File: src/rtl/ula_pkg.sv
// Shared definitions for the ALU arbiter slice: op codes, sequencer states
// and the op-to-select mapping driven onto the Ula4bits X2/X1/X0 inputs.
package ula_pkg;

    typedef enum logic [1:0] {
        OP_ADD = 2'b00,
        OP_SUB = 2'b01,
        OP_SLT = 2'b10,
        OP_BEQ = 2'b11
    } op_t;

    typedef enum logic [1:0] {
        IDLE = 2'b00,
        EXEC = 2'b01,
        DONE = 2'b10
    } state_t;

    // {X2,X1,X0}; BEQ shares the compare path with SLT and reads the igual flag
    localparam logic [2:0] SEL_ADD = 3'b000;
    localparam logic [2:0] SEL_SUB = 3'b001;
    localparam logic [2:0] SEL_SLT = 3'b111;
    localparam logic [2:0] SEL_BEQ = 3'b111;

endpackage

File: src/rtl/ula_arbiter_if.sv
// Requester-side bundle of the ALU arbiter: two request/operand channels
// plus the shared grant/done/result return path.
interface ula_arbiter_if #(
    parameter int unsigned WIDTH = 4
);
    logic             req0, req1;
    logic [1:0]       op0, op1;
    logic [WIDTH-1:0] a0, b0, a1, b1;
    logic             gnt0, gnt1;
    logic             done0, done1;
    logic [WIDTH-1:0] res_f;
    logic             res_menor, res_igual;
    logic             busy;

    modport master (
        output req0, req1, op0, op1, a0, b0, a1, b1,
        input  gnt0, gnt1, done0, done1, res_f, res_menor, res_igual, busy
    );

    modport slave (
        input  req0, req1, op0, op1, a0, b0, a1, b1,
        output gnt0, gnt1, done0, done1, res_f, res_menor, res_igual, busy
    );
endinterface

File: src/rtl/ula_op_decode.sv
// Combinational op-code to ALU select decoder ({X2,X1,X0}).
module ula_op_decode
    import ula_pkg::*;
(
    input  logic [1:0] op,
    output logic [2:0] sel
);
    always_comb begin
        sel = SEL_ADD;
        case (op_t'(op))
            OP_ADD:  sel = SEL_ADD;
            OP_SUB:  sel = SEL_SUB;
            OP_SLT:  sel = SEL_SLT;
            OP_BEQ:  sel = SEL_BEQ;
            default: sel = SEL_ADD;
        endcase
    end
endmodule

File: src/rtl/ula_arbiter.sv
// Round-robin arbiter/sequencer sharing one Ula4bits between the execute
// stage (requester 0) and the branch/compare unit (requester 1).
module ula_arbiter
    import ula_pkg::*;
#(
    parameter int unsigned WIDTH = 4
) (
    input  logic             clk,
    input  logic             reset,
    ula_arbiter_if.slave     bus,
    output logic [WIDTH-1:0] ula_a,
    output logic [WIDTH-1:0] ula_b,
    output logic             ula_x0,
    output logic             ula_x1,
    output logic             ula_x2,
    input  logic [WIDTH-1:0] ula_f,
    input  logic [WIDTH-1:0] ula_menor,
    input  logic [WIDTH-1:0] ula_igual
);
    state_t           state, next_state;
    logic             ptr;
    logic             owner;
    logic             grant;
    logic             win;
    logic [1:0]       win_op;
    logic [2:0]       win_sel;
    logic [2:0]       sel_q;
    logic [WIDTH-1:0] res_f_q;
    logic             res_menor_q, res_igual_q;
    logic             unused_flag_bits;

    assign unused_flag_bits = ^{ula_menor[WIDTH-1:1], ula_igual[WIDTH-1:1]};

    ula_op_decode u_dec (
        .op  (win_op),
        .sel (win_sel)
    );

    always_comb begin
        next_state = state;
        grant      = 1'b0;
        win        = 1'b0;
        case (state)
            IDLE: begin
                if (bus.req0 || bus.req1) begin
                    grant      = 1'b1;
                    // Contention goes to the pointer; otherwise the lone requester wins
                    win        = (bus.req0 && bus.req1) ? ptr : bus.req1;
                    next_state = EXEC;
                end
            end
            EXEC:    next_state = DONE;
            DONE:    next_state = IDLE;
            default: next_state = IDLE;
        endcase
        win_op = win ? bus.op1 : bus.op0;
    end

    always_comb begin
        bus.gnt0      = (state == EXEC) && !owner;
        bus.gnt1      = (state == EXEC) &&  owner;
        bus.done0     = (state == DONE) && !owner;
        bus.done1     = (state == DONE) &&  owner;
        bus.busy      = (state != IDLE);
        bus.res_f     = res_f_q;
        bus.res_menor = res_menor_q;
        bus.res_igual = res_igual_q;
        ula_x2        = sel_q[2];
        ula_x1        = sel_q[1];
        ula_x0        = sel_q[0];
    end

    always_ff @(posedge clk or posedge reset) begin
        if (reset) begin
            state       <= IDLE;
            ptr         <= 1'b0;
            owner       <= 1'b0;
            ula_a       <= '0;
            ula_b       <= '0;
            sel_q       <= '0;
            res_f_q     <= '0;
            res_menor_q <= 1'b0;
            res_igual_q <= 1'b0;
        end else begin
            state <= next_state;
            if (grant) begin
                owner <= win;
                ptr   <= ~win;
                ula_a <= win ? bus.a1 : bus.a0;
                ula_b <= win ? bus.b1 : bus.b0;
                sel_q <= win_sel;
            end
            if (state == EXEC) begin
                res_f_q     <= ula_f;
                res_menor_q <= ula_menor[0];
                res_igual_q <= ula_igual[0];
            end
        end
    end
endmodule

File: src/flat_wrapper.sv
// flat-port wrapper written by rule: the top's interface ports become plain ports
module ula_arbiter_flat import ula_pkg::*;
#(
    parameter int unsigned WIDTH = 4
)
  (clk, reset, ula_a, ula_b, ula_x0, ula_x1, ula_x2, ula_f, ula_menor, ula_igual, bus_req0, bus_req1, bus_op0, bus_op1, bus_a0, bus_b0, bus_a1, bus_b1, bus_gnt0, bus_gnt1, bus_done0, bus_done1, bus_res_f, bus_res_menor, bus_res_igual, bus_busy);
  ula_arbiter_if #(.WIDTH(WIDTH)) bus_i ();
  input  logic clk;
  input  logic reset;
  output logic [WIDTH-1:0] ula_a;
  output logic [WIDTH-1:0] ula_b;
  output logic ula_x0;
  output logic ula_x1;
  output logic ula_x2;
  input  logic [WIDTH-1:0] ula_f;
  input  logic [WIDTH-1:0] ula_menor;
  input  logic [WIDTH-1:0] ula_igual;
  input wire logic [$bits(bus_i.req0)-1:0] bus_req0;
  input wire logic [$bits(bus_i.req1)-1:0] bus_req1;
  input wire logic [$bits(bus_i.op0)-1:0] bus_op0;
  input wire logic [$bits(bus_i.op1)-1:0] bus_op1;
  input wire logic [$bits(bus_i.a0)-1:0] bus_a0;
  input wire logic [$bits(bus_i.b0)-1:0] bus_b0;
  input wire logic [$bits(bus_i.a1)-1:0] bus_a1;
  input wire logic [$bits(bus_i.b1)-1:0] bus_b1;
  output wire logic [$bits(bus_i.gnt0)-1:0] bus_gnt0;
  output wire logic [$bits(bus_i.gnt1)-1:0] bus_gnt1;
  output wire logic [$bits(bus_i.done0)-1:0] bus_done0;
  output wire logic [$bits(bus_i.done1)-1:0] bus_done1;
  output wire logic [$bits(bus_i.res_f)-1:0] bus_res_f;
  output wire logic [$bits(bus_i.res_menor)-1:0] bus_res_menor;
  output wire logic [$bits(bus_i.res_igual)-1:0] bus_res_igual;
  output wire logic [$bits(bus_i.busy)-1:0] bus_busy;
  assign bus_i.req0 = bus_req0;
  assign bus_i.req1 = bus_req1;
  assign bus_i.op0 = bus_op0;
  assign bus_i.op1 = bus_op1;
  assign bus_i.a0 = bus_a0;
  assign bus_i.b0 = bus_b0;
  assign bus_i.a1 = bus_a1;
  assign bus_i.b1 = bus_b1;
  assign bus_gnt0 = bus_i.gnt0;
  assign bus_gnt1 = bus_i.gnt1;
  assign bus_done0 = bus_i.done0;
  assign bus_done1 = bus_i.done1;
  assign bus_res_f = bus_i.res_f;
  assign bus_res_menor = bus_i.res_menor;
  assign bus_res_igual = bus_i.res_igual;
  assign bus_busy = bus_i.busy;
  ula_arbiter #(.WIDTH(WIDTH)) u_core (.clk(clk), .reset(reset), .bus(bus_i), .ula_a(ula_a), .ula_b(ula_b), .ula_x0(ula_x0), .ula_x1(ula_x1), .ula_x2(ula_x2), .ula_f(ula_f), .ula_menor(ula_menor), .ula_igual(ula_igual));
endmodule
File: config.mk
export PLATFORM = sky130hd
export DESIGN_NAME = ula_arbiter_flat
export DESIGN_NICKNAME = d
export VERILOG_FILES = /design/src/rtl/ula_pkg.sv /design/src/rtl/ula_arbiter_if.sv /design/src/rtl/ula_op_decode.sv /design/src/rtl/ula_arbiter.sv /design/src/flat_wrapper.sv
export SDC_FILE = /design/constraint.sdc
export NUM_CORES = 1
export LEC_CHECK = 0
export ABC_AREA = 1
export CORE_MARGIN = 3
export CORE_UTILIZATION = 25
export DETAILED_ROUTE_END_ITERATION = 8
export HOLD_SLACK_MARGIN = 0.15
export MAX_ROUTING_LAYER = met4
export PLACE_DENSITY_LB_ADDON = 0.08
export SKIP_LAST_GASP = 1
export SYNTH_ARGS = -nofsm -noshare
export SYNTH_HDL_FRONTEND = slang
export SYNTH_SLANG_ARGS = --single-unit
File: constraint.sdc
create_clock -name clk -period 1.2 [get_ports clk]
set_input_delay 0.3 -clock clk [delete_from_list [all_inputs] [get_ports clk]]
set_output_delay 0.3 -clock clk [all_outputs]
set_load 0.02 [all_outputs]
==> results.json <==
{
  "status": "finished with violations",
  "violations": "negative setup slack",
  "synthCells": 119,
  "fin_util": 0.455,
  "slew_viol_final": 0,
  "cts.sinks": 20,
  "p_leak_nw": 0.895,
  "synthFlopType": "dfrtp_1",
  "grt_pass1_wl_um": 4440,
  "yosys_warnings": 0,
  "clk_pin_slew_ns": 0.08,
  "fmax_mhz": 710,
  "cts_root_buf": "clkbuf_8",
  "cts_buffers": 3,
  "clock_path_buffers": 2,
  "die_area_um2": 4780,
  "grt_max_degree": 21,
  "yosys-top-cells-count": "45 x nand2_1, 20 x dfrtp_1, 15 x inv_1",
  "worst_pin_slew_ns": 0.245,
  "holdWs_ns": 0.363,
  "cpPeakStageDelay_ns": 0.41,
  "finClkSkew_ns": 0.000975,
  "hold_viol": 0,
  "placedInstanceArea_um2": 1700,
  "routed_wl_um": 2540,
  "numPortBuffers": 51,
  "place_ws_ns": -0.387,
  "clk_latency_ns": 0.25,
  "maxSlewHeadroom": 0.836,
  "die_y_um": 69.1,
  "crit_family": "flip-flops",
  "synth_nets": 155,
  "timing_worst_setup_path_type": "flop to primary output",
  "max_cap_viol_count": 0,
  "pin_count": 58,
  "vias": 980,
  "synth-edff-count": 0,
  "wl_per_cell_um": 10.6,
  "setup_viol": 18,
  "diodes": 0,
  "fp.coreArea_um2": 3740,
  "drc": 0,
  "setup_ws_ns": -0.208,
  "hold_class": "input port to async pin",
  "startpoint_type": "flop",
  "gp_congestion": 0.728,
  "num_rows": 22,
  "syn_area_um2": 996,
  "synthArstFlopShare": 1.00,
  "yosysTopAreaCell": "dfrtp_1",
  "cts_tree": "built",
  "track_usage": 0.116,
  "layout.cells.non_filler": 241,
  "yosysMostFrequentCell": "nand2_1",
  "syn_avg_cell_area_um2": 8.37,
  "rsz0062_at_grt": "yes",
  "ys_ff_latch": 20,
  "peakVddDrop_uv": 689,
  "drive_gt1_frac": 0.342,
  "yosysSeqAreaShare": 0.503,
  "synth.area.top_cells": "dfrtp_1 50%, nand2_1 17%, inv_1 5.7%",
  "dr.pass1.iters": 2,
  "yosysTopAreaCellShare": 0.503,
  "cp.arrival_ns": 1.11,
  "period_share": 1.17,
  "nets": 230,
  "overflow": 0,
  "path_cells": "buf_4 > nor2_4 > inv_1 > buf_2",
  "cp.required_ns": 0.90,
  "stdcell_area_um2": 1700,
  "period_needed_ns": 1.41,
  "htreeDepth": 1,
  "grt_pass1_vias": 986,
  "place_inst": 232,
  "hold_buffers": 0,
  "power_density_nw_per_um2": 2550,
  "drt-vias-per-instance": 4.07,
  "drtIter0Drc": 19,
  "start_util": 0.266,
  "area_growth_pct": 71.0,
  "ys_types": 21,
  "end_kind": "primary output",
  "antenna_found_initial": 0,
  "critPathSlowestCell": "dfrtp_1",
  "cp.buffers_inverters": 3,
  "hpwl_um": 1950,
  "ant_nets": 0,
  "dieWidth_um": 69.1,
  "critPathMaxFanout": 3
}
timing repair:
action / CTS / global route
setup endpoints to repair: 35 / 20
pin swaps: 0 / 0
gates resized for setup: 93 / 4
setup buffers: 2 / 3
hold endpoints to repair: 0 / 0
flip-flops by register name (all words and copies together), names as in the netlist:
| register | flops |
|---|---|
| u_core.owner | 1 |
| u_core.ptr | 1 |
| u_core.ula_b | 4 |
| u_core.bus.res_igual | 1 |
| u_core.ula_a | 4 |
| u_core.state | 2 |
| u_core.sel_q | 2 |
| u_core.bus.res_f | 4 |
| u_core.bus.res_menor | 1 |
layer usage:
layer	track usage	vias to the layer above	part of all wire
li1	-	511	-
met1	0.133	438	0.43
met2	0.197	29	0.52
met3	0.0335	2	0.052
met4	0.0325	0	0.0024
met5	-	-	0
cells by family (layout without fill, tap and decap cells):
logic type	Yosys count	after routing	share of synthesized area
AO/OA/AOI/OAI	11	11	0.0741
buffers and inverters	22	96	0.116
AND/OR/NAND/NOR	66	66	0.308
flip-flops	20	20	0.503
area by class of cell:
type                    instances  area (um2)
well taps                      48        60.1
inverters                      18        70.1
fillers                       391        2040
flip-flops and latches         20         500
multi-input cells              77         395
repair buffers                 74         622
clock buffers                   4        55.1
cells in the final DEF (no fill, tap or decap), types with 3 or more instances in the layout:
cell type,netlist,final
nand2_2,3,3
o21ai_1,5,5
inv_1,15,15
clkdlybuf4s50_1,0,29
dfrtp_1,20,20
clkbuf_8,0,4
buf_4,1,18
buf_6,2,5
buf_2,0,20
nor2_4,1,3
nor2_1,8,6
o21ai_0,3,3
nand2_1,45,45
worst register-to-register path: cells and delay by family (launching register included):
family / cells / cell delay, ns
compound gates: 1 / 0.12
buf+inv: 3 / 0.44
flops: 1 / 0.41
simple gates: 4 / 0.32
report_power, final:
part	total, mW	internal, mW	switching (mW)
Clock	0.517	0.292	0.225
Combinational	2.63	1.19	1.44
Sequential	1.20	1.02	0.178
Total	4.34	2.50	1.84
stage by stage:
stage / setup TNS (ns) / power [mW]
finish: -2.62 / 4.34
global route: -4.44 / 4.73
CTS: -3.18 / 4.36
detailed placement: -6.72 / 4.05
global placement: -6.34 / 4.02
floorplan: -0.186 / 2.73
path summary, 6_finish.rpt:
kind	from	to	slack [ns]	depth (start not counted)
worst min register to register	u_core.bus.res_igual$_DFFE_PP0N_	u_core.bus.res_igual$_DFFE_PP0N_	0.47	2
worst min-delay path	reset	u_core.bus.res_f[2]$_DFFE_PP0N_	0.36	3
worst max-delay path	u_core.state[1]$_DFFE_PP0P_	bus_busy	-0.21	4
min in group clk	u_core.bus.res_igual$_DFFE_PP0N_	u_core.bus.res_igual$_DFFE_PP0N_	0.47	2
max in group asynchronous	reset	u_core.ula_b[2]$_DFFE_PP0P_	0.71	3
worst max register to register	u_core.state[1]$_DFFE_PP0P_	u_core.ula_a[2]$_DFFE_PP0P_	-0.17	8
(Power assumes the default switching activity.)
